===== src/rtl/sr_cond_pkg.sv =====
// -----------------------------------------------------------------------------
// sr_cond_pkg
// Shared types and constants for the SR input conditioner.
//   CNT_W      : width of the 8-bit debounce and pulse-length counters
//   sr_state_t : pulse generator FSM states
// Build option: SR_COND_RESET_PRIORITY_EN (see sr_input_conditioner.sv).
// -----------------------------------------------------------------------------
package sr_cond_pkg;

    localparam int unsigned CNT_W = 8;

    typedef enum logic [1:0] {
        IDLE    = 2'd0,
        PULSE_S = 2'd1,
        PULSE_R = 2'd2,
        GAP     = 2'd3
    } sr_state_t;

endpackage


===== src/rtl/sr_debounce_ch.sv =====
// -----------------------------------------------------------------------------
// sr_debounce_ch
// One input channel: 2-flop synchronizer, debounce counter and falling-edge
// request detection for an active-low, bouncy, asynchronous request line.
// Ports:
//   clk      in  : clock, rising edge
//   rst_n    in  : asynchronous active-low reset
//   i_raw_n  in  : raw asynchronous active-low request
//   o_fall   out : registered one-cycle pulse on a 1->0 debounced transition
// Build option: none (SR_COND_RESET_PRIORITY_EN only affects the top).
// -----------------------------------------------------------------------------
module sr_debounce_ch
    import sr_cond_pkg::*;
#(
    parameter int unsigned DEBOUNCE_CYCLES = 4
)(
    input  logic clk,
    input  logic rst_n,
    input  logic i_raw_n,
    output logic o_fall
);

    localparam logic [CNT_W-1:0] DEB_LAST = CNT_W'(DEBOUNCE_CYCLES - 1);

    logic             r_sync1;
    logic             r_sync2;
    logic             r_level;
    logic             r_armed;
    logic             r_fall;
    logic [1:0]       r_warm;
    logic [CNT_W-1:0] r_cnt;

    // r_warm marks the point where r_sync2 carries a real post-reset sample
    // instead of the synchronizer's reset value. The channel only arms once
    // such a real sample shows the line released while the level is high, so
    // a line held low across reset cannot produce a request until it has been
    // released and pressed again.
    always_ff @(posedge clk or negedge rst_n) begin
        if (!rst_n) begin
            r_sync1 <= 1'b1;
            r_sync2 <= 1'b1;
            r_level <= 1'b1;
            r_armed <= 1'b0;
            r_fall  <= 1'b0;
            r_warm  <= 2'b00;
            r_cnt   <= '0;
        end else begin
            r_sync1 <= i_raw_n;
            r_sync2 <= r_sync1;
            r_warm  <= {r_warm[0], 1'b1};
            r_fall  <= 1'b0;

            if (r_sync2 == r_level) begin
                r_cnt <= '0;
            end else if (r_cnt == DEB_LAST) begin
                // This is the DEBOUNCE_CYCLES-th consecutive disagreeing sample.
                r_cnt   <= '0;
                r_level <= r_sync2;
                r_fall  <= r_armed & ~r_sync2;
            end else begin
                r_cnt <= r_cnt + 1'b1;
            end

            if (r_warm[1] && r_level && r_sync2) begin
                r_armed <= 1'b1;
            end
        end
    end

    assign o_fall = r_fall;

endmodule


===== src/rtl/sr_input_conditioner.sv =====
// -----------------------------------------------------------------------------
// sr_input_conditioner
// Conditions two bouncy active-low requests into clean, mutually exclusive
// active-low set/reset pulses for a downstream SR latch.
// Ports:
//   clk          in  : clock, rising edge
//   rst_n        in  : asynchronous active-low reset
//   s_raw_n      in  : raw active-low set request
//   r_raw_n      in  : raw active-low reset request
//   s_n          out : registered active-low set pulse (PULSE_CYCLES long)
//   r_n          out : registered active-low reset pulse (PULSE_CYCLES long)
//   conflict     out : registered one-cycle pulse when both requests collide
//   busy         out : high whenever the FSM is not IDLE
//   o_dbg_state  out : current FSM state encoding
// Build option: SR_COND_RESET_PRIORITY_EN -- when defined, colliding requests
// are resolved in favour of reset (a reset pulse is issued); when undefined,
// both requests are discarded and only conflict pulses.
// -----------------------------------------------------------------------------
module sr_input_conditioner
    import sr_cond_pkg::*;
#(
    parameter int unsigned DEBOUNCE_CYCLES = 4,
    parameter int unsigned PULSE_CYCLES    = 3
)(
    input  logic       clk,
    input  logic       rst_n,
    input  logic       s_raw_n,
    input  logic       r_raw_n,
    output logic       s_n,
    output logic       r_n,
    output logic       conflict,
    output logic       busy,
    output logic [1:0] o_dbg_state
);

    localparam logic [CNT_W-1:0] PULSE_LAST = CNT_W'(PULSE_CYCLES - 1);

    logic             w_fall_s;
    logic             w_fall_r;
    sr_state_t        r_state;
    logic             r_pend_s;
    logic             r_pend_r;
    logic [CNT_W-1:0] r_cnt;
    logic             r_s_n;
    logic             r_r_n;
    logic             r_conflict;

    sr_debounce_ch #(.DEBOUNCE_CYCLES(DEBOUNCE_CYCLES)) u_ch_s (
        .clk     (clk),
        .rst_n   (rst_n),
        .i_raw_n (s_raw_n),
        .o_fall  (w_fall_s)
    );

    sr_debounce_ch #(.DEBOUNCE_CYCLES(DEBOUNCE_CYCLES)) u_ch_r (
        .clk     (clk),
        .rst_n   (rst_n),
        .i_raw_n (r_raw_n),
        .o_fall  (w_fall_r)
    );

    // Pending flags accumulate new requests every cycle; a served channel is
    // cleared on entry, but a request arriving on that same edge is kept.
    always_ff @(posedge clk or negedge rst_n) begin
        if (!rst_n) begin
            r_state    <= IDLE;
            r_pend_s   <= 1'b0;
            r_pend_r   <= 1'b0;
            r_cnt      <= '0;
            r_s_n      <= 1'b1;
            r_r_n      <= 1'b1;
            r_conflict <= 1'b0;
        end else begin
            r_conflict <= 1'b0;
            r_pend_s   <= r_pend_s | w_fall_s;
            r_pend_r   <= r_pend_r | w_fall_r;

            case (r_state)
                IDLE: begin
                    if (r_pend_s && r_pend_r) begin
                        r_conflict <= 1'b1;
                        r_pend_s   <= w_fall_s;
                        r_pend_r   <= w_fall_r;
`ifdef SR_COND_RESET_PRIORITY_EN
                        r_state    <= PULSE_R;
                        r_r_n      <= 1'b0;
                        r_cnt      <= PULSE_LAST;
`endif
                    end else if (r_pend_s) begin
                        r_state  <= PULSE_S;
                        r_s_n    <= 1'b0;
                        r_cnt    <= PULSE_LAST;
                        r_pend_s <= w_fall_s;
                    end else if (r_pend_r) begin
                        r_state  <= PULSE_R;
                        r_r_n    <= 1'b0;
                        r_cnt    <= PULSE_LAST;
                        r_pend_r <= w_fall_r;
                    end
                end
                PULSE_S, PULSE_R: begin
                    if (r_cnt == '0) begin
                        r_state <= GAP;
                        r_s_n   <= 1'b1;
                        r_r_n   <= 1'b1;
                    end else begin
                        r_cnt <= r_cnt - 1'b1;
                    end
                end
                GAP: begin
                    r_state <= IDLE;
                end
                default: begin
                    r_state <= IDLE;
                    r_s_n   <= 1'b1;
                    r_r_n   <= 1'b1;
                end
            endcase
        end
    end

    assign s_n         = r_s_n;
    assign r_n         = r_r_n;
    assign conflict    = r_conflict;
    assign busy        = (r_state != IDLE);
    assign o_dbg_state = r_state;

endmodule


===== config.mk =====
export PLATFORM = sky130hd
export DESIGN_NAME = sr_input_conditioner
export DESIGN_NICKNAME = d
export VERILOG_FILES = /design/src/rtl/sr_cond_pkg.sv /design/src/rtl/sr_debounce_ch.sv /design/src/rtl/sr_input_conditioner.sv
export SDC_FILE = /design/constraint.sdc
export NUM_CORES = 1
export LEC_CHECK = 0
export CORE_MARGIN = 5
export CORE_UTILIZATION = 30
export DETAILED_ROUTE_END_ITERATION = 16
export MAX_ROUTING_LAYER = met4
export RECOVER_POWER = 25
export SYNTH_ARGS = -nofsm -noshare
export SYNTH_HDL_FRONTEND = slang
export SYNTH_SLANG_ARGS = --single-unit

===== constraint.sdc =====
create_clock -name clk -period 2.2 [get_ports clk]
set_input_delay 0.22 -clock clk [delete_from_list [all_inputs] [get_ports clk]]
set_output_delay 0.22 -clock clk [all_outputs]
set_load 0.01 [all_outputs]

==> impl_metrics.env, run 1 <==
export IMPL_fp_coreArea_um2=6719
export IMPL_tightest_slew_ps=963.1
export IMPL_synth_cell_area_um2=2039
export IMPL_synthCells=195
export IMPL_clk_pin_slew_ps=100
export IMPL_overflow=0
export IMPL_yosysWarnings=0
export IMPL_crit_cells=4
export IMPL_cp_max_fo=9
export IMPL_grt_max_degree=28
export IMPL_max_stage_delay_ps=570
export IMPL_n_antenna_cell=0
export IMPL_power_switching_w=0.001136
export IMPL_drt_iter0_drc=60
export IMPL_cp_top_family="buffers and inverters"
export IMPL_setup_viol=0
export IMPL_r2r_cells=3
export IMPL_port_buffers=9
export IMPL_crit_type="flop to output port"
export IMPL_die_area_um2=8547
export IMPL_antenna_found_initial=0
export IMPL_ys_ff_latch=43
export IMPL_combPwrFrac_pct=38.8
export IMPL_initial_core_util_pct=30.35
export IMPL_antenna_left=0
export IMPL_p_leak_nw=1.014
export IMPL_hold_slack_ps=354.1
export IMPL_vias=1409
export IMPL_final_fill_count=686
export IMPL_clk_path_buf_depth=2
export IMPL_max_slew_margin_rel_pct=35.79
export IMPL_p_int_w=0.001828
export IMPL_syn_nets=204
export IMPL_period_needed_ps=1999
export IMPL_hold_violations=0
export IMPL_switching_share_pct=38.33
export IMPL_required_ps=1980
export IMPL_setup_worst_path_start_class="flop"
export IMPL_final_cell_area_um2=2340
export IMPL_p_seq_share_pct=40.0
export IMPL_hold_depth=0
export IMPL_dp_hpwl_mm=2.498
export IMPL_htreeDepth=2
export IMPL_wl_per_cell_um=12.22
export IMPL_drt_vias_per_instance=4.875
export IMPL_post_cts_resized=0
export IMPL_firstDrtPassIters=4
export IMPL_path_buf_inv=3
export IMPL_slowest_stage="clkdlybuf4s50_1"
export IMPL_cts_buffers=5
export IMPL_root_buffer="clkbuf_8"
export IMPL_cts_sinks=43
export IMPL_ir_drop_uv=340.3
export IMPL_cp_end_kind="output port"
export IMPL_maxCapViolCount=0
export IMPL_die_h_um=92.45
export IMPL_ioPinCount=10
export IMPL_clock_latency_ps=300
export IMPL_wirelength_mm=3.533
export IMPL_p_per_area_nw_per_um2=1267
export IMPL_pre_cts_ws_ps=242.6
export IMPL_layout_drive_gt1_share_pct=12.92
export IMPL_rows=30
export IMPL_p_clk_share_pct=21.2
export IMPL_hp_class="flop to flop"
export IMPL_grt_pass1_vias=1417
export IMPL_die_w_um=92.45
export IMPL_cts_tree="done"
export IMPL_cp_cell_sequence="inv_1 > ha_1 > clkinv_1 > clkdlybuf4s50_1"
export IMPL_synthDistinctLibCells=40
export IMPL_rsz0062_at_grt="no"
export IMPL_syn_avg_cell_area_um2=10.46
export IMPL_drc_errors=0
export IMPL_setup_tns_ps=0
export IMPL_area_delta_synth_final_pct=14.72
export IMPL_fin_crit_sh_pct=90.86
export IMPL_ys_seq_area_share_pct=53.25
export IMPL_fin_nets=217
export IMPL_status="completed"
export IMPL_grt_pass1_wl_mm=6.375
export IMPL_grt_usage_pct=9.279
export IMPL_skew_ps=17.86
export IMPL_max_freq_mhz=500.3
export IMPL_maxSlewViolCount=0
export IMPL_setup_ws_ps=201.1
export IMPL_routabilityCongestion=0.8546
export IMPL_placed_area_um2=2216
export IMPL_worstPathArrival_ps=1780
-- kinds of logic (layout without fill, tap and decap cells) --
kind of cell	count (synthesis)	in the layout	share of synthesized area [%]
fa+ha+maj	5	5	3.067
flops	43	43	53.25
mux	4	4	2.086
buf+inv	14	28	2.822
compound gates	33	33	12.27
simple gates	79	79	19.45
xor+xnor	16	16	6.871
other cells	1	1	0.1839
-- through the flow --
step,power [W],utilization [%],std cells
floorplan,0.002025,-,195
global placement,0.002340,32.98,280
detailed placement,0.002356,32.98,280
CTS,0.002992,34.84,289
global route,0.003203,34.82,289
finish,0.002965,34.82,289
-- power by group through the flow --
| stage | registers [W] | logic (W) | clock network [W] |
|---|---|---|---|
| floorplan | 0.00113 | 0.000892 | 0 |
| finish | 0.00119 | 0.00115 | 0.000629 |
| global route | 0.00122 | 0.00130 | 0.000687 |
| CTS | 0.00118 | 0.00116 | 0.000649 |
| detailed placement | 0.00119 | 0.00116 | 0 |
| global placement | 0.00119 | 0.00115 | 0 |
-- cell usage after synthesis --
library cell	count	area share, %
inv_1	6	1.1
o32ai_4	1	1.3
a21oi_1	9	2.2
nor2b_1	2	0.61
o31ai_1	4	1.5
o311a_1	1	0.49
clkbuf_1	3	0.55
a211oi_1	1	0.37
clkinv_1	1	0.18
buf_2	4	0.98
dfstp_2	8	10
a211o_1	1	0.43
o311ai_2	1	0.80
o211ai_1	2	0.74
a22o_1	1	0.43
xor2_1	13	5.6
dfrtp_1	35	43
mux2i_1	2	0.98
nand4_1	3	0.92
nor3_1	5	1.2
a21o_1	2	0.74
nor2_1	19	3.5
nand3_1	12	2.9
nand2b_1	5	1.5
or4_2	1	0.43
nor4b_1	1	0.43
nand2_1	15	2.8
or4_1	2	0.74
o22ai_1	2	0.61
ha_1	5	3.1
or3_1	3	0.92
conb_1	1	0.18
a31o_2	2	0.86
nor4_1	3	0.92
mux2_2	2	1.1
xnor2_1	3	1.3
or3_2	1	0.37
and3_1	7	2.1
o32a_2	1	0.55
o21ai_0	5	1.2
-- final cells by class --
cell class | count | area (µm²) | area share [%]
Clock buffer | 5 | 68.82 | 2.941
Sequential cell | 43 | 1086 | 46.42
Inverter | 7 | 26.28 | 1.123
Tap cell | 80 | 100.1 | 4.278
Multi-Input combinational cell | 138 | 895.9 | 38.29
Timing Repair Buffer | 13 | 116.4 | 4.973
Clock inverter | 3 | 46.29 | 1.979
-- placed cells by master (no fill, tap or decap), drive strengths merged, types with 4 or more instances in the layout --
cell type      instances
and3                   7
nand2                 15
a21oi                  9
clkbuf                 6
nor2                  19
o31ai                  4
nor3                   5
ha                     5
dfrtp                 35
nand3                 12
or3                    4
xor2                  13
inv                    7
o21ai                  5
clkdlybuf4s50          6
dfstp                  8
nand2b                 5
-- registers in the layout, indices dropped and copies added (netlist names), 2 cells and up --
register and count:
u_ch_r.r_cnt 8, o_dbg_state 2, r_cnt 8, u_ch_r.r_warm 2
u_ch_s.r_cnt 8
-- repair_timing --
action | in CTS | in global routing
hold buffers | 1 | 0
setup endpoints to repair | 0 | 0
hold endpoints to repair | 14 | 0
buffers inserted | 0 | 0
-- metal layers --
layer	track usage (%)	vias to the layer above	part of all wire [%]
li1	-	713	-
met1	11.61	672	50
met2	14.56	20	45
met3	2.843	4	4.1
met4	2.599	0	1.0
met5	-	-	0
-- final timing paths --
kind / start / endpoint / slack, ps
min: u_ch_r.r_warm[0] / u_ch_r.r_warm[1] / 350
max: o_dbg_state[1] / busy / 200
min reg2reg: u_ch_r.r_warm[0] / u_ch_r.r_warm[1] / 350
max in group asynchronous: rst_n / u_ch_r.r_level / 670
max reg2reg: r_cnt[3] / r_cnt[1] / 250
min in group asynchronous: rst_n / r_cnt[0] / 580
Note: power is estimated with default switching activity, not from simulation.
==> inputs of run 2 (changes only) <==
--- a/config.mk
+++ b/config.mk
@@ -5,10 +5,13 @@
 export SDC_FILE = /design/constraint.sdc
 export NUM_CORES = 1
 export LEC_CHECK = 0
+export CELL_PAD_IN_SITES_DETAIL_PLACEMENT = 0
+export CELL_PAD_IN_SITES_GLOBAL_PLACEMENT = 1
 export CORE_MARGIN = 5
 export CORE_UTILIZATION = 30
 export DETAILED_ROUTE_END_ITERATION = 16
 export MAX_ROUTING_LAYER = met4
+export PLACE_DENSITY_LB_ADDON = 0.1
 export RECOVER_POWER = 25
 export SYNTH_ARGS = -nofsm -noshare
 export SYNTH_HDL_FRONTEND = slang
==> impl_metrics.env, run 2 (same netlist as run 1, synthesis figures left out) <==
export IMPL_htreeDepth=2
export IMPL_p_leak_nw=1.015
export IMPL_required_ps=1980
export IMPL_vias=1430
export IMPL_max_slew_margin_rel_pct=2.020
export IMPL_drc_errors=0
export IMPL_overflow=0
export IMPL_crit_type="flop to output port"
export IMPL_die_h_um=92.45
export IMPL_port_buffers=9
export IMPL_cp_max_fo=9
export IMPL_ir_drop_uv=320.8
export IMPL_max_freq_mhz=497.7
export IMPL_cts_sinks=43
export IMPL_hp_class="flop to flop"
export IMPL_rrSetupSlack_ps=220
export IMPL_slowest_stage="clkdlybuf4s50_1"
export IMPL_cp_cell_sequence="inv_1 > ha_1 > clkinv_1 > clkdlybuf4s50_1"
export IMPL_root_buffer="clkbuf_8"
export IMPL_clk_pin_slew_ps=80
export IMPL_setup_worst_path_start_class="flop"
export IMPL_seq_area_um2=1086
export IMPL_skew_ps=10.73
export IMPL_post_route_util_pct=34.86
export IMPL_mostFrequentLayoutCells="dfrtp_1 (35), nor2_1 (19), nand2_1 (15), xor2_1 (13), nand3_1 (12)"
export IMPL_grt_max_degree=28
export IMPL_wirelength_mm=3.995
export IMPL_wl_per_cell_um=13.78
export IMPL_worstPathArrival_ps=1790
export IMPL_top_regs="r_cnt (8), u_ch_r.r_cnt (8), u_ch_s.r_cnt (8)"
export IMPL_final_common_cell="dfrtp_1"
export IMPL_die_w_um=92.45
export IMPL_tightest_slew_ps=1470
export IMPL_grt_usage_pct=10.44
export IMPL_clock_latency_ps=290
export IMPL_setup_viol=0
export IMPL_cts_tree="done"
export IMPL_period_needed_ps=2009
export IMPL_dp_hpwl_mm=2.912
export IMPL_fin_crit_sh_pct=91.32
export IMPL_post_cts_buffers=0
export IMPL_cp_top_family="buffers and inverters"
export IMPL_setup_tns_ps=0
export IMPL_cts_buffers=5
export IMPL_routabilityCongestion=0.8470
export IMPL_final_fill_count=699
export IMPL_p_per_area_nw_per_um2=1267
export IMPL_grt_pass1_vias=1431
export IMPL_die_area_um2=8547
export IMPL_fp_coreArea_um2=6719
export IMPL_antenna_found_initial=0
export IMPL_clk_path_buf_depth=2
export IMPL_maxSlewViolCount=0
export IMPL_cp_end_kind="output port"
export IMPL_antenna_left=0
export IMPL_maxCapViolCount=0
export IMPL_multi_input_area_um2=895.9
export IMPL_rsz0062_at_grt="no"
export IMPL_hold_violations=0
export IMPL_drt_iter0_drc=41
export IMPL_post_cts_resized=0
export IMPL_drt_vias_per_instance=4.931
export IMPL_path_buf_inv=3
export IMPL_status="completed"
export IMPL_grt_pass1_wl_mm=6.913
export IMPL_area_delta_synth_final_pct=14.85
export IMPL_fin_nets=218
export IMPL_max_stage_delay_ps=580
export IMPL_n_antenna_cell=0
export IMPL_firstDrtPassIters=6
export IMPL_ioPinCount=10
export IMPL_rows=30
export IMPL_layout_drive_gt1_share_pct=12.38
export IMPL_initial_core_util_pct=30.35
run 2: cell count changes in the layout (fill, tap and decap cells not counted):
cell and change:
dfstp_2 -1, dfstp_1 +1, buf_4 +1, clkbuf_1 +1
inv_6 -1
run 2: stage by stage:
stage               setup slack, ps  hold slack [ps]  cell area [µm²]  power [W]  std cells
detailed placement            230.6            278.3             2223   0.002387        281
finish                        190.9            353.1             2342   0.002967        290
global placement              270.0            278.4             2223   0.002375        281
floorplan                     310.3           -75.59             2039   0.002025        195
CTS                           144.8            317.1             2344   0.003009        290
global route                  51.15            373.5             2342   0.003221        290
run 2: worst register-to-register path: stages (launching register included):
cell     delay (ps)
dfrtp_1         410
or4_1           670
or3_1           470
o311a_1         320
run 2: area by class of cell:
| cell class | instances | area share [%] |
|---|---|---|
| sequential | 43 | 46.37 |
| timing repair buffer | 14 | 5.288 |
| clock inverter | 2 | 1.603 |
| clock buffer | 6 | 3.098 |
| multi-input combinational | 138 | 38.25 |
| inverter | 7 | 1.122 |
| tap | 80 | 4.273 |
run 2: worst paths after layout:
kind | startpoint | end | cells past startpoint
setup / recovery | o_dbg_state[1] | busy | 4
hold / removal | u_ch_r.r_warm[0] | u_ch_r.r_warm[1] | 0
setup reg to reg | r_cnt[4] | r_cnt[1] | 3
hold reg to reg | u_ch_r.r_warm[0] | u_ch_r.r_warm[1] | 0
max in group asynchronous | rst_n | u_ch_r.r_sync1 | 3
min in group asynchronous | rst_n | r_cnt[2] | 2
run 2: layer usage:
layer / vias up / track usage (%) / part of all wire (%)
li1: 712 / - / -
met1: 696 / 13.28 / 48
met2: 18 / 16.07 / 48
met3: 4 / 2.762 / 3.3
met4: 0 / 3.713 / 1.3
met5: - / - / 0
run 2: report_power, final:
part	internal [W]	switching, W	total, W
Sequential	0.000985	0.000207	0.00119
Combinational	0.000503	0.000672	0.00118
Clock	0.000339	0.000262	0.000600
run 2: what timing repair did:
action | CTS | global route
hold endpoints to repair | 22 | 0
hold buffers | 1 | 0
setup endpoints to repair | 0 | 0
==> inputs of run 3 (changes only) <==
--- a/config.mk
+++ b/config.mk
@@ -9,6 +9,7 @@
 export CELL_PAD_IN_SITES_GLOBAL_PLACEMENT = 1
 export CORE_MARGIN = 5
 export CORE_UTILIZATION = 30
+export CTS_BUF_LIST = sky130_fd_sc_hd__clkbuf_4
 export DETAILED_ROUTE_END_ITERATION = 16
 export MAX_ROUTING_LAYER = met4
 export PLACE_DENSITY_LB_ADDON = 0.1
==> impl_metrics.env, run 3 (same netlist as run 1, synthesis figures left out) <==
export IMPL_status="completed"
export IMPL_antenna_found_initial=0
export IMPL_wirelength_mm=3.987
export IMPL_wl_per_cell_um=13.75
export IMPL_dpl_cell_count=281
export IMPL_fin_cells=290
export IMPL_grt_usage_pct=10.47
export IMPL_maxCapViolCount=0
export IMPL_required_ps=1980
export IMPL_root_buffer="clkbuf_4"
export IMPL_ioPinCount=10
export IMPL_htreeDepth=2
export IMPL_worstPathArrival_ps=1810
export IMPL_hold_depth=0
export IMPL_drc_errors=0
export IMPL_grt_pass1_wl_mm=6.886
export IMPL_fin_nets=218
export IMPL_max_freq_mhz=491.5
export IMPL_r2r_cells=3
export IMPL_layout_drive_gt1_share_pct=13.33
export IMPL_ir_drop_uv=388.6
export IMPL_cts_tree="done"
export IMPL_port_buffers=9
export IMPL_maxSlewViolCount=0
export IMPL_period_needed_ps=2035
export IMPL_drt_iter0_drc=40
export IMPL_cts_buffers=5
export IMPL_hold_violations=0
export IMPL_routabilityCongestion=0.8470
export IMPL_cp_end_kind="output port"
export IMPL_mostFrequentLayoutCells="dfrtp_1 (35), nor2_1 (19), nand2_1 (15), xor2_1 (13), nand3_1 (12)"
export IMPL_die_area_um2=8547
export IMPL_die_h_um=92.45
export IMPL_firstDrtPassIters=6
export IMPL_die_w_um=92.45
export IMPL_p_leak_nw=1.004
export IMPL_rrSetupSlack_ps=210
export IMPL_clock_latency_ps=350
export IMPL_cts_sinks=43
export IMPL_skew_ps=17.51
export IMPL_antenna_left=0
export IMPL_cp_max_fo=9
export IMPL_initial_core_util_pct=30.35
export IMPL_setup_worst_path_start_class="flop"
export IMPL_n_antenna_cell=0
export IMPL_area_delta_synth_final_pct=13.68
export IMPL_grt_max_degree=28
export IMPL_drt_vias_per_instance=4.886
export IMPL_top_regs="r_cnt (8), u_ch_r.r_cnt (8), u_ch_s.r_cnt (8)"
export IMPL_setup_viol=0
export IMPL_crit_type="flop to output port"
export IMPL_clk_pin_slew_ps=120
export IMPL_vias=1417
export IMPL_tightest_slew_ps=1477
export IMPL_rows=30
export IMPL_rsz0062_at_grt="no"
export IMPL_fin_crit_sh_pct=92.49
export IMPL_p_per_area_nw_per_um2=1241
export IMPL_max_slew_margin_rel_pct=1.535
export IMPL_overflow=0
export IMPL_dp_hpwl_mm=2.912
export IMPL_hp_class="flop to flop"
export IMPL_setup_tns_ps=0
export IMPL_final_common_cell="dfrtp_1"
export IMPL_fp_coreArea_um2=6719
export IMPL_grt_pass1_vias=1423
export IMPL_clk_path_buf_depth=2
## run 3: changes by cell type in the layout (fill, tap and decap cells not counted), sizes merged
cell	previous run	this run
clkinv	1	0
clkinvlp	1	2
## run 3: critical path, cell delays in order, from the launching register on
cell	delay, ps
dfrtp_1	450
inv_1	70
ha_1	210
clkinvlp_4	220
clkdlybuf4s50_1	530
## run 3: worst paths after layout
path                               endpoint        startpoint
setup / recovery                       busy    o_dbg_state[1]
hold / removal             u_ch_r.r_warm[1]  u_ch_r.r_warm[0]
setup reg to reg                   r_cnt[1]          r_cnt[4]
hold reg to reg            u_ch_r.r_warm[1]  u_ch_r.r_warm[0]
max in group asynchronous    u_ch_r.r_sync1             rst_n
min in group asynchronous          r_pend_s             rst_n
## run 3: layout make-up
cell class	instances	area (µm²)
fillers	702	4400
flip-flops and latches	43	1086
multi-input cells	138	895.9
repair buffers	14	123.9
well taps	80	100.1
clock buffers	6	45.04
clock inverters	2	37.54
inverters	7	30.03
## run 3: where the power goes
part,leakage (nW),switching [W],internal [W]
clock network,0.0419,0.000248,0.000252
logic,0.428,0.000677,0.000508
registers,0.535,0.000208,0.000984
## run 3: through the flow
stage | utilization [%] | total power, W | setup WS, ps | cell area (µm²) | hold WS, ps
after CTS | 34.47 | 0.002911 | 65.01 | 2316 | 246.2
after global routing | 34.51 | 0.003129 | 24.16 | 2318 | 376.5
after global placement | 33.09 | 0.002375 | 270.0 | 2223 | 278.4
final | 34.51 | 0.002876 | 165.3 | 2318 | 363.1
after detailed placement | 33.09 | 0.002387 | 230.6 | 2223 | 278.3
after floorplan | - | 0.002025 | 310.3 | 2039 | -75.59
## run 3: metal layers
metal  part of all wire [%]  vias to the layer above  GRT usage, %  wire length, µm
met5                      0                        -             -                0
met4                    1.3                        0         3.713               51
met3                    2.9                        4         3.006              116
met2                     47                       14         16.07             1884
met1                     49                      686         13.23             1934
li1                       -                      713             -                -
## run 3: what timing repair did
action,in CTS,in global routing
resized for setup,0,1
endpoints found under the setup margin,0,1
buffers inserted,0,0
endpoints found under the hold margin,22,0
hold buffers,1,0
